==> config.mk <==
export PLATFORM = sky130hd
export DESIGN_NAME = regfile_sb
export DESIGN_NICKNAME = d
export VERILOG_FILES = /design/src/rtl/regfile_sb.sv
export SDC_FILE = /design/constraint.sdc
export NUM_CORES = 1
export LEC_CHECK = 0
export CAP_MARGIN = 20
export CORE_MARGIN = 2
export CORE_UTILIZATION = 60
export DETAILED_ROUTE_END_ITERATION = 6
export DONT_BUFFER_PORTS = 1
export HOLD_SLACK_MARGIN = 0.03
export PLACE_DENSITY = 0.76
export SYNTH_ARGS = -nofsm -noshare
export SYNTH_HDL_FRONTEND = slang
export SYNTH_SLANG_ARGS = --single-unit
==> constraint.sdc <==
create_clock -name clk -period 4.5 [get_ports clk]
set_input_delay 0 -clock clk [delete_from_list [all_inputs] [get_ports clk]]
set_output_delay 0 -clock clk [all_outputs]
set_load 0.005 [all_outputs]
==> src/rtl/regfile_sb.sv <==
// Parametrised register file with a post-reset clear walk and a pending-write scoreboard for RAW hazard detection.
// Optional write-to-read forwarding is enabled by defining REGFILE_BYPASS_EN.
module regfile_sb #(
    parameter int  N_Bits = 32,
    parameter int  N_Regs = 32,
    localparam int A_Bits = $clog2(N_Regs)
) (
    input  logic              clk,
    input  logic              rst,
    input  logic [A_Bits-1:0] A1,
    input  logic [A_Bits-1:0] A2,
    input  logic [A_Bits-1:0] A3,
    input  logic [N_Bits-1:0] WD3,
    input  logic              WE3,
    output logic [N_Bits-1:0] RD1,
    output logic [N_Bits-1:0] RD2,
    input  logic              issue_valid,
    input  logic [A_Bits-1:0] issue_rd,
    output logic              busy1,
    output logic              busy2,
    output logic              ready
);

    typedef enum logic {CLEAR, RUN} state_t;

    state_t            state;
    logic [A_Bits-1:0] clr_idx;
    logic [N_Bits-1:0] regs [N_Regs];
    logic [N_Regs-1:0] pending;
    logic              run;

    assign run = (state == RUN);

    // rst only restarts the walk; register contents are zeroed one per cycle by CLEAR.
    always_ff @(posedge clk) begin
        if (rst) begin
            state   <= CLEAR;
            clr_idx <= '0;
            ready   <= 1'b0;
            pending <= '0;
        end else begin
            case (state)
                CLEAR: begin
                    regs[clr_idx] <= '0;
                    clr_idx       <= clr_idx + 1'b1;
                    if (clr_idx == A_Bits'(N_Regs - 1)) begin
                        state <= RUN;
                        ready <= 1'b1;
                    end
                end
                RUN: begin
                    if (WE3 && A3 != '0) begin
                        regs[A3] <= WD3;
                    end
                    // A new producer supersedes a retiring one on the same register.
                    for (int r = 1; r < N_Regs; r++) begin
                        if (issue_valid && issue_rd == A_Bits'(r)) begin
                            pending[r] <= 1'b1;
                        end else if (WE3 && A3 == A_Bits'(r)) begin
                            pending[r] <= 1'b0;
                        end
                    end
                end
                default: begin
                    state <= CLEAR;
                end
            endcase
        end
    end

    always_comb begin
        RD1 = '0;
        RD2 = '0;
        if (run && A1 != '0) begin
            RD1 = regs[A1];
        end
        if (run && A2 != '0) begin
            RD2 = regs[A2];
        end
`ifdef REGFILE_BYPASS_EN
        if (run && WE3 && A3 != '0 && A3 == A1) begin
            RD1 = WD3;
        end
        if (run && WE3 && A3 != '0 && A3 == A2) begin
            RD2 = WD3;
        end
`endif
    end

    always_comb begin
        busy1 = run && (A1 != '0) && pending[A1];
        busy2 = run && (A2 != '0) && pending[A2];
`ifdef REGFILE_BYPASS_EN
        if (WE3 && A3 == A1) begin
            busy1 = 1'b0;
        end
        if (WE3 && A3 == A2) begin
            busy2 = 1'b0;
        end
`endif
    end

endmodule

==> impl_metrics.yaml <==
job:
  drv_cap: 0
layout:
  final_cells: 3657
  layout_common_cells: "edfxtp_1 (1024), mux4_2 (526), mux2i_1 (205), clkbuf_16 (103), nand2_1 (64)"
  layout_commonest_cell: "edfxtp_1"
  fin_util: 0.6641
  drive_gt1_frac: 0.3133
  fillers: 5110
  synthToLayoutAreaGrowth_pct: 9.439
  layout.nets: 2556
synthesis:
  synth_cells: 2498
  synth_xor_area_frac: 0.0005265
  synthSimpleGateAreaFrac: 0.02086
  synth-compound-area-share: 0.03741
  synthMuxAreaShare: 0.2857
  ys.flop_type: "edfxtp_1"
  synthesis.nets: 2556
  synth_top_family_by_area: "multiplexers"
  synth_cell_types: 49
  synthArstFlopShare: 0
  ys_ff_latch: 1062
  synth_area_um2: 49910
  synth_edf_count: 1024
  synth_warnings: 0
  synthAdderAreaFrac: 0.0005014
  synth_area_per_cell_um2: 19.98
  seq_area_frac_synth: 0.6314
detailed_routing:
  met1_length_um: 47590
  vias: 27647
  wire_per_inst_um: 36.60
  drt-initial-drc-count: 3863
  first_pass_iters: 5
  ant_nets: 0
  totalWireLength_um: 133800
  dr_wl_met2_um: 65120
  dr.max_layer_used: "met5"
  drcViolationCount: 0
  viasPerCell: 7.560
  met3WireLength_um: 15720
power_and_ir_drop:
  power.leakage_uw: 0.01548
  peakVddDrop_mv: 0.2969
  power_density_nw_per_um2: 367.0
floorplanning:
  dieArea_um2: 85500
  core.rowCount: 105
  design.portCount: 123
  core_um2: 82240
  die_w_um: 292.4
  start_util: 0.6068
  die_h_um: 292.4
sta:
  relSlewSlack: 0.2681
  rsz0062_at_grt: "false"
  period_share: 0.7726
  hold_viol_final: 0
  hold_ws_ns: 0.07097
  tns_ns: 0
  drv_slew: 0
  fmax_ghz: 0.2876
  fin_crit_ns: 3.477
  tightest_slew_ns: 1.095
  setup_viol: 0
  fin_skew_ns: 0.02402
cts:
  cts_made_buffers: 102
  hold_buffers: 36
  h-tree-depth: 3
  cts_tree: "built"
  ctsLongestPathBuffers: 3
  ctsResizeCount: 0
  cts_setup_buffers: 0
  cts.sinks: 1062
  clk_pin_slew_worst_paths_ns: 0.06
  root_buffer: "clkbuf_16"
  clk_latency_ns: 0.67
placed_design:
  gp_congestion: 0.8370
  dp_hpwl_um: 72680
  dpl.cell_count: 3418
  portBuffers: 0
worst_setup_path:
  startpoint: "run"
  worst-setup-path-type: "flop to primary output"
  reg2reg_slack_ns: 1.11
  worstReg2RegStart: "run"
  cp.required_ns: 4.50
  worstSetupStartpointType: "flop"
  end_kind: "primary output"
  worstPathMaxFanout: 20
  arrival_ns: 3.48
global_routing:
  grt_max_degree: 267
  antenna_found_initial: 11
  grt_pass1_vias: 28074
  gr-total-overflow: 0
  grt_usage: 0.3163
  grt_pass1_wl_um: 193800
outcome:
  status: "finished clean"
hold_path:
  holdCritStartpoint: "WD3[7]"
  min_path_type: "input pin to flop"
[worst max-delay path, cell delays in order, from the launching register on]
cell and delay [ns]:
dfxtp_1 0.79, inv_1 0.13, or4_2 1.03, buf_12 0.29
o22a_1 0.24, o221ai_1 0.29
[state kept, by name (all words and copies together), names as in the netlist]
signal	cells
ready	1
pending	31
run	1
regs	1024
clr_idx	5
[final cells by class]
| type | count | area (µm²) | area share |
|---|---|---|---|
| diodes | 5 | 12.51 | 0.0002291 |
| clock buffers | 127 | 2666 | 0.04882 |
| clock inverters | 61 | 615.6 | 0.01127 |
| inverters | 4 | 15.01 | 0.0002749 |
| multi-input cells | 1226 | 17500 | 0.3204 |
| flip-flops and latches | 1062 | 31510 | 0.5769 |
| well taps | 1070 | 1339 | 0.02451 |
| repair buffers | 102 | 960.9 | 0.01759 |
[metrics by stage]
step           total power (µW)  setup WS (ns)  area (µm²)
6_report                  20040          1.023       54620
5_1_grt                   20500         0.9348       54610
4_1_cts                   20070         0.9818       54430
3_5_place_dp              11700          1.172       50780
3_3_place_gp              11680          1.297       50780
2_1_floorplan             11830         0.4278       49910
[cell families after synthesis]
group,Yosys count
DFF,1062
and+or+nand+nor,204
muxes,763
buffers and inverters,210
xor gates and xnor gates,3
adders and majority gates,2
AOI/OAI and AO/OA,254
[where the power goes]
group          total (µW)  internal, µW  switching [µW]
registers           10800         10700            34.7
clock network        8500          4890            3620
logic                 757           464             293
total               20000         16100            3950
[cells in the mapped netlist (5+ instances only)]
library cell  instances  share of area
edfxtp_1           1024           0.62
mux4_2              526           0.24
mux2i_1             205          0.041
clkbuf_1             80         0.0060
buf_2                65         0.0065
nand2_1              64         0.0048
a31oi_1              38         0.0048
dfxtp_1              38          0.015
a21oi_1              35         0.0035
o221ai_1             33         0.0058
o22a_1               33         0.0058
a221o_1              32         0.0064
a22oi_1              32         0.0048
and2_1               32         0.0040
mux2_2               32         0.0072
buf_4                31         0.0047
o21ai_0              31         0.0031
nor3_1               28         0.0028
buf_6                24         0.0054
nor2_1               21         0.0016
nand3_1              16         0.0016
a211oi_1              9         0.0014
nor2b_1               9         0.0011
nand3b_1              8         0.0012
nand2b_1              7        0.00088
buf_1                 5        0.00038
nor3b_1               5        0.00075
[metal layers]
layer / up-vias / track usage
met5: - / 0
met4: 8 / 0.1253
met3: 326 / 0.08438
met2: 1881 / 0.5021
met1: 14566 / 0.4244
li1: 10866 / -
[path summary, 6_finish.rpt]
| kind | end | cells after the start |
|---|---|---|
| worst max register to register | regs[31][17] | 5 |
| worst min-delay path | regs[11][7] | 1 |
| worst min register to register | pending[5] | 2 |
| worst max-delay path | RD2[5] | 5 |
Power figures use the tool's default switching activity.
